--- src/rtl/fetch_pkg.sv ---
// fetch_pkg: shared states, opcodes and label-table sizing for the instruction fetch unit
package fetch_pkg;
  typedef enum logic [1:0] {SCAN, RUN, HALT} state_t;
  localparam logic [7:0] OP_HALT = 8'hE0;
  localparam logic [7:0] OP_END = 8'hFF;
  localparam logic [3:0] LABEL_NIB = 4'hF;
  localparam int LABEL_N = 16;
  function automatic logic is_marker(input logic [7:0] ins);
    return ins[7:4] == LABEL_NIB && ins != OP_END;
  endfunction
endpackage

--- src/rtl/inst_fetch_label_table.sv ---
// label_table: LABEL_N x ADDR_W label address file with per-entry valid bits, one write port, one combinational read port
module label_table
  import fetch_pkg::*;
#(
  parameter int ADDR_W = 8,
  parameter int IDX_W = $clog2(LABEL_N)
) (
  input  logic              clk_i,
  input  logic              reset_i,
  input  logic              we_i,
  input  logic [IDX_W-1:0]  waddr_i,
  input  logic [ADDR_W-1:0] wdata_i,
  input  logic [IDX_W-1:0]  raddr_i,
  output logic              rvalid_o,
  output logic [ADDR_W-1:0] rdata_o
);
  logic [LABEL_N-1:0] valid_q;
  logic [ADDR_W-1:0] addr_q [LABEL_N];
  always_ff @(posedge clk_i or posedge reset_i)
    if (reset_i) begin
      valid_q <= '0;
      for (int i = 0; i < LABEL_N; i++) addr_q[i] <= '0;
    end else if (we_i) begin
      valid_q[waddr_i] <= 1'b1;
      addr_q[waddr_i] <= wdata_i;
    end
  assign rvalid_o = valid_q[raddr_i];
  assign rdata_o = addr_q[raddr_i];
endmodule

--- src/rtl/inst_fetch.sv ---
// inst_fetch: scans the ROM for label markers, then fetches a registered instruction stream with branch, stall and halt (INST_FETCH_LABEL_SKIP_EN drops markers from the stream)
module inst_fetch
  import fetch_pkg::*;
#(
  parameter int ADDR_W = 8
) (
  input  logic              clk_i,
  input  logic              reset_i,
  output logic [ADDR_W-1:0] address_o,
  input  logic [7:0]        instruction_i,
  input  logic              stall_i,
  input  logic              branch_i,
  input  logic [3:0]        branch_label_i,
  output logic [7:0]        instr_o,
  output logic              instr_valid_o,
  output logic [ADDR_W-1:0] pc_o,
  output logic              ready_o,
  output logic              halted_o,
  output logic              label_error_o
);
  state_t state_q, state_d;
  logic [ADDR_W-1:0] pc_q, pc_d, pco_q, pco_d, tab_a;
  logic [7:0] instr_q, instr_d;
  logic valid_q, valid_d, err_q, err_d, tab_v, tab_we, marker, scan_done;
  logic [3:0] tab_ra;
  assign marker = is_marker(instruction_i);
  assign scan_done = instruction_i == OP_END || pc_q == '1;
  // the single read port serves duplicate detection while scanning and branch lookup while running
  assign tab_ra = state_q == SCAN ? instruction_i[3:0] : branch_label_i;
  assign tab_we = state_q == SCAN && marker && !tab_v;
  label_table #(.ADDR_W(ADDR_W)) u_tab (
    .clk_i(clk_i), .reset_i(reset_i), .we_i(tab_we), .waddr_i(instruction_i[3:0]),
    .wdata_i(pc_q + 1'b1), .raddr_i(tab_ra), .rvalid_o(tab_v), .rdata_o(tab_a)
  );
  always_comb begin
    state_d = state_q;
    pc_d = pc_q;
    instr_d = instr_q;
    pco_d = pco_q;
    valid_d = valid_q;
    err_d = err_q;
    case (state_q)
      SCAN: begin
        pc_d = scan_done ? '0 : pc_q + 1'b1;
        state_d = scan_done ? RUN : SCAN;
        err_d = err_q | (marker & tab_v);
      end
      RUN:
        if (branch_i) begin
          valid_d = 1'b0;
          pc_d = tab_v ? tab_a : pc_q;
          err_d = err_q | !tab_v;
          state_d = tab_v ? RUN : HALT;
        end else if (!stall_i) begin
          pc_d = pc_q + 1'b1;
`ifdef INST_FETCH_LABEL_SKIP_EN
          valid_d = !marker;
          instr_d = marker ? instr_q : instruction_i;
          pco_d = marker ? pco_q : pc_q;
`else
          valid_d = 1'b1;
          instr_d = instruction_i;
          pco_d = pc_q;
`endif
          state_d = instruction_i == OP_HALT ? HALT : RUN;
        end
      default: valid_d = 1'b0;
    endcase
  end
  always_ff @(posedge clk_i or posedge reset_i)
    if (reset_i) begin
      state_q <= SCAN;
      pc_q <= '0;
      pco_q <= '0;
      instr_q <= '0;
      valid_q <= 1'b0;
      err_q <= 1'b0;
    end else begin
      state_q <= state_d;
      pc_q <= pc_d;
      pco_q <= pco_d;
      instr_q <= instr_d;
      valid_q <= valid_d;
      err_q <= err_d;
    end
  assign address_o = pc_q;
  assign instr_o = instr_q;
  assign pc_o = pco_q;
  assign instr_valid_o = valid_q;
  assign ready_o = state_q == RUN;
  assign halted_o = state_q == HALT;
  assign label_error_o = err_q;
endmodule

--- config.mk ---
export PLATFORM = sky130hd
export DESIGN_NAME = inst_fetch
export DESIGN_NICKNAME = d
export VERILOG_FILES = /design/src/rtl/fetch_pkg.sv /design/src/rtl/inst_fetch_label_table.sv /design/src/rtl/inst_fetch.sv
export SDC_FILE = /design/constraint.sdc
export NUM_CORES = 1
export LEC_CHECK = 0
export ABC_AREA = 1
export BUFFER_PORTS_ARGS = -buffer_cell sky130_fd_sc_hd__buf_4
export CAP_MARGIN = 10
export CORE_ASPECT_RATIO = 0.75
export CORE_MARGIN = 2
export CORE_UTILIZATION = 40
export DETAILED_ROUTE_END_ITERATION = 6
export PLACE_DENSITY = 0.57
export SLEW_MARGIN = 5
export SYNTH_ARGS = -nofsm -noshare
export SYNTH_HDL_FRONTEND = slang
export SYNTH_SLANG_ARGS = --single-unit
--- constraint.sdc ---
create_clock -name clk_i -period 5.5 [get_ports clk_i]
set_input_delay 0.55 -clock clk_i [delete_from_list [all_inputs] [get_ports clk_i]]
set_output_delay 0.55 -clock clk_i [all_outputs]
set_load 0.005 [all_outputs]
# == After elaboration in Yosys (flattened, before gate mapping) ==
# Index checks and enable logic that the tools add are counted.
# totals
ff_bits,172
inputBits,16
output_inout_bits,28
wordCells,90
# classes
n_addsub,1
magnitude_cmp,6
n_eq_ne,10
n_mux,27
n_bitwise,9
n_reduce_logical,14
# op_table
op,count
bitwise mux 128 bit,1
2-to-1 mux 8 bit,7
binary-select mux 8 bit (select 4 bit),1
demux 8 bit (select 4 bit),1
"equality test 8 bit, second input constant",3
OR 16 bit,1
one-hot mux 8 bit (2 select lines),1
">= comparator 5 bit, second input constant",2
"less-than comparator 4 x 5 -> 1 bit, second input constant",2
inverter 4 -> 5 bit,2
"adder 8 x 1 -> 8 bit, second input constant",1
2-to-1 mux 2 bit,4
"!= test 8 bit, second input constant",1
2-to-1 mux 1 bit,6
AND reduction 2 bit,3
AND reduction 3 bit,2
logical AND 1 bit,5
"less-than comparator 5 x 1 -> 1 bit, second input constant",1
binary-select mux 1 bit (select 4 bit),1
demux 1 bit (select 4 bit),1
"equality test 4 bit, second input constant",1
">= comparator 4 x 1 -> 1 bit, second input constant",1
2-to-1 mux 4 bit,1
one-hot mux 1 bit (2 select lines),2
other kinds (13),16

# == Longest topological paths before layout ==
# logic_depth
depth_word,9
ltp_mapped,15
mapped_depth_nobuf,13

# == Modules after synthesis ==
# From an unflattened synthesis, not the netlist that was laid out.
# unflattened
hier_cells,1152
area_unflattened_um2,8695.8
# by_module_without_submodules
module,instances,cells_per_inst,area_per_inst_um2,seq_area_each_um2
label_table,1,919,6976.7,3603.5
inst_fetch,1,233,1719.1,700.7

# == Worst setup path before layout ==
# OpenSTA, ideal clock, no wires.
# synth_timing
path_kind,input to register
start,input instruction_i[7]
end,register u_tab.addr_q[120] (netlist bit)
setup_time_ps,136
arrival_time_ps,2120
required_ps,5364
path_slack_ps,3244
path_stages,8
path_buffers,2
path_cell_list,inv_1 -> nor4_1 -> nor3b_4 -> buf_6 -> nand4_2 -> clkbuf_1 -> nand2_1 -> o21ai_0
# synth_via
elab_chain_cells,4
elab_cells_between_ends,5
cone_classes,2 x eq/ne; 3 x reduce/logical
# synth_lines
item,line,text
from (decl),inst_fetch.sv:10,"input logic [7:0] instruction_i,"
!= test 8 bit or equality test 4 bit (tied branches),fetch_pkg.sv:9,return ins[7:4] == LABEL_NIB && ins != OP_END;
logical AND 1 bit (*),fetch_pkg.sv:9,
logical AND 1 bit (*) (2 in series),inst_fetch.sv:30,assign tab_we = state_q == SCAN && marker && !tab_v;
"to (signal, indexed assignment)",inst_fetch_label_table.sv:25,addr_q[waddr_i] <= wdata_i;
to (decl),inst_fetch_label_table.sv:18,logic [ADDR_W-1:0] addr_q [LABEL_N];
# Mark *: on every way between the ends. The rest lies on a longest branch, timed or not.
# A chain may end at the register's enable or synchronous reset.

# == Worst setup path after layout ==
# layout_timing
start,register state_q[1]
end,register u_tab.addr_q[84] (netlist bit)
# layout_via
elab_chain_cells,6
elab_cells_between_ends,7
cone_classes,3 x mux; 4 x reduce/logical
# layout_lines
item,line,text
from (decl),inst_fetch.sv:21,"state_t state_q, state_d;"
from (signal assigned),inst_fetch.sv:79,state_q <= state_d;
zero test 2 bit (*),"inst_fetch.sv:29, inst_fetch.sv:30",
2-to-1 mux 4 bit,inst_fetch.sv:29,assign tab_ra = state_q == SCAN ? instruction_i[3:0] : branch_label_i;
binary-select mux 1 bit (select 4 bit),inst_fetch_label_table.sv:27,assign rvalid_o = valid_q[raddr_i];
2-to-1 mux 1 bit (implied by the code),inst_fetch_label_table.sv:27,
zero test 1 bit,inst_fetch.sv:30,
logical AND 1 bit (*),inst_fetch.sv:30,
# Mark *: on every way between the ends. The rest lies on a longest branch, timed or not. The select of a mux whose other input is x is not followed.

==> reports/results.ini <==
[outcome]
run_status = completed

[floorplan]
start_util_pct = 40.94
fp.dieH_um = 131.7
dieArea_sq_um = 22940
io_pins = 44
chipWidth_um = 174.2
rows = 46
core_area_sq_um = 21240

[logic_synthesis]
yosys.area_share.xor_xnor_pct = 0.6044
synthDistinctLibCells = 29
ys_seq_area_share_pct = 49.50
synthesis.area_sq_um = 8695
ys_ff_latch = 172
synth_simple_gate_area_share_pct = 29.53
synthAdderAreaFrac_pct = 0.1439
synth-compound-area-share_pct = 8.692
synth.area.mux_share_pct = 0.2590
postSynthCellCount = 1117
post_synth.cell_area_avg_sq_um = 7.784
syn_nets = 1134
ys_warn_count = 0
synth_top_family_by_area = simple AND/OR/NAND/NOR gates

[power_and_ir_drop]
p_clk_share_pct = 44.3
sw_frac_of_total_pct = 25.99
power_density_nw_per_um2 = 283.8
seqPwrFrac_pct = 46.5
p_int_uw = 2046
ir_drop_mv = 0.2220
combPwrFrac_pct = 9.2
finalPower_uw = 2765
p_leak_uw = 0.004758
power_switching_uw = 718.4

[critical_path]
crit_arrival_ns = 3.47
start_kind = register
rr_worst_depth = 10
r2r_start = state_q[1]
rr_endpoint = u_tab.addr_q[84]
endpoint_kind = register
critical_path_class = reg2reg
path_max_fanout = 32
cp_slowest_cell = nand2_2
regToRegSetupSlack_ns = 2.32
worst_ep_required_time_ns = 5.78
cp_cell_sequence = nor2_4, nand2_2, nand2_2, nand2_1, nand3_1, nand3_1, nand3_4, nand4_2, nand2_1, o21ai_0
slowest_delay_ns = 0.55

[worst_hold_path]
hold_class = in2async

[route]
drt_pass1_iterations = 5
drt_wl_total_um = 24240
route.detailed.drc = 0
viasPerCell = 4.990
drt_iter0_drc = 748
post_drt_wl_per_cell_um = 16.94
via_count = 7140
postRouteAntennaNets = 0

[clocking]
clk_pin_slew_worst_paths_ns = 0.07
cts_tree = done
clock-sinks = 172
ctsResizeCount = 0
clk-insertion-delay-late_ns = 0.44
htree_levels = 4
post_cts_buffers = 0
clk_path_buf_depth = 2
cts.hold.buffers_added = 0
cts_inserted_buffers = 17
cts-root-buf = clkbuf_16

[placement]
portBuffers = 43
dp_hpwl_um = 15860
place_congestion = 0.8181

[timing]
worstMarginPinSlew_ns = 1.040
rsz0062_at_grt = no
fmax_mhz = 314.2
fin_crit_sh_pct = 57.87
slew-limit-headroom_pct = 30.63
setup-tns-final_ns = 0
setup-violations-final = 0
skew_ns = 0.009483
slew_violations = 0
hold_violations = 0
finalCriticalPeriod_ns = 3.183

[layout]
final_nets = 1147
layout-drive-gt1-share_pct = 11.55
n_antenna_cell = 0
area_growth_pct = 12.06

[global_routing]
track_usage_pct = 22.22
grt_max_degree = 86
antenna_found_initial = 0
grt_pass1_vias = 6709
grt_pass1_wl_um = 39230
gr-total-overflow = 0

[job]
cap_viol_max_count = 0

## stage by stage
| step | std cells | hold WS (ns) | instance area (sq um) | worst slack [ns] | util [%] |
|---|---|---|---|---|---|
| final | 1431 | 0.2790 | 9743 | 2.317 | 45.88 |
| after floorplan | 1117 | 0.4214 | 8695 | 0.2899 | - |
| after global placement | 1399 | 0.3660 | 9154 | 2.386 | 43.10 |
| after detailed placement | 1399 | 0.3656 | 9154 | 2.328 | 43.10 |
| after CTS | 1431 | 0.3116 | 9743 | 2.335 | 45.88 |
| after global routing | 1431 | 0.3482 | 9743 | 1.990 | 45.88 |
## cell usage after synthesis, drive strengths merged
cell type	instances	share of area, %
dfrtp	172	50
nor3b	1	0.22
nand3b	1	0.086
ha	1	0.14
nor4	2	0.14
or2	1	0.072
nor2	23	1.1
clkbuf	43	1.9
nor3	1	0.058
nand4	15	3.0
buf	17	1.7
xor2	6	0.60
mux2	2	0.26
inv	178	7.7
nand3	145	8.7
o21ai	139	8.5
a21oi	3	0.17
nand2	367	16
## power by group through the flow
stage	logic, uW	clock network, uW	registers [uW]
global placement	253	0	1310
finish	253	1220	1290
CTS	254	1240	1290
detailed placement	253	0	1310
global route	281	1290	1290
floorplan	150	0	1310
## flip-flops by register name, indices dropped and copies added, names as in the netlist
name	cells
u_tab.addr_q	128
u_tab.valid_q	16
address_o	8
instr_o	8
pc_o	8
state_q	2
instr_valid_o	1
label_error_o	1
## metal layers
| layer | vias to the layer above | part of all wire, % | GRT usage [%] | wire (um) |
|---|---|---|---|---|
| met2 | 153 | 41 | 30.49 | 9883 |
| met4 | 0 | 1.5 | 5.976 | 369 |
| met3 | 29 | 5.5 | 4.369 | 1332 |
| li1 | 3506 | - | - | - |
| met5 | - | 0 | 0 | 0 |
| met1 | 3452 | 52 | 35.08 | 12660 |
## area by class of cell
| cell class | count | area (sq um) |
|---|---|---|
| Fill cell | 2130 | 11490 |
| Multi-Input combinational cell | 707 | 3411 |
| Inverter | 178 | 673.1 |
| Sequential cell | 172 | 4304 |
| Clock inverter | 10 | 115.1 |
| Clock buffer | 22 | 474.2 |
| Tap cell | 288 | 360.3 |
| Timing Repair Buffer | 54 | 405.4 |
## worst max-delay path: cells and delay by family, from the launching register on
kind             cells  cell delay, ns
AO/OA/AOI/OAI        1            0.09
flip-flops           1            0.45
AND/OR/NAND/NOR      9            2.47
## logic make-up after synthesis
kind of cell / count (synthesis)
and+or+nand+nor: 556
buffers and inverters: 238
DFF: 172
AOI/OAI and AO/OA: 142
xor gates and xnor gates: 6
muxes: 2
adders and majority gates: 1
## cell usage in the layout (no fill, tap or decap), types with 12 or more instances in the layout
cell / Yosys / routed
o21ai_2: 12 / 12
dfrtp_1: 172 / 172
nor2_1: 22 / 22
o21ai_1: 61 / 61
nand2_1: 360 / 360
clkbuf_16: 0 / 17
buf_4: 1 / 54
nand3_1: 141 / 141
inv_1: 174 / 173
o21ai_0: 66 / 66
## how the worst max path moves through the flow
stage / startpoint / endpoint / slack [ns] / cells past startpoint
5_1_grt: state_q[1] / u_tab.addr_q[94] / 1.99 / 10
2_1_floorplan: reset_i / address_o[0] / 0.29 / 1
4_1_cts: state_q[1] / u_tab.addr_q[84] / 2.34 / 10
3_3_place_gp: instruction_i[0] / u_tab.addr_q[86] / 2.39 / 11
3_5_place_dp: instruction_i[0] / u_tab.addr_q[82] / 2.33 / 10
6_report: state_q[1] / u_tab.addr_q[84] / 2.32 / 10
Note: power is estimated with default switching activity, not from simulation.
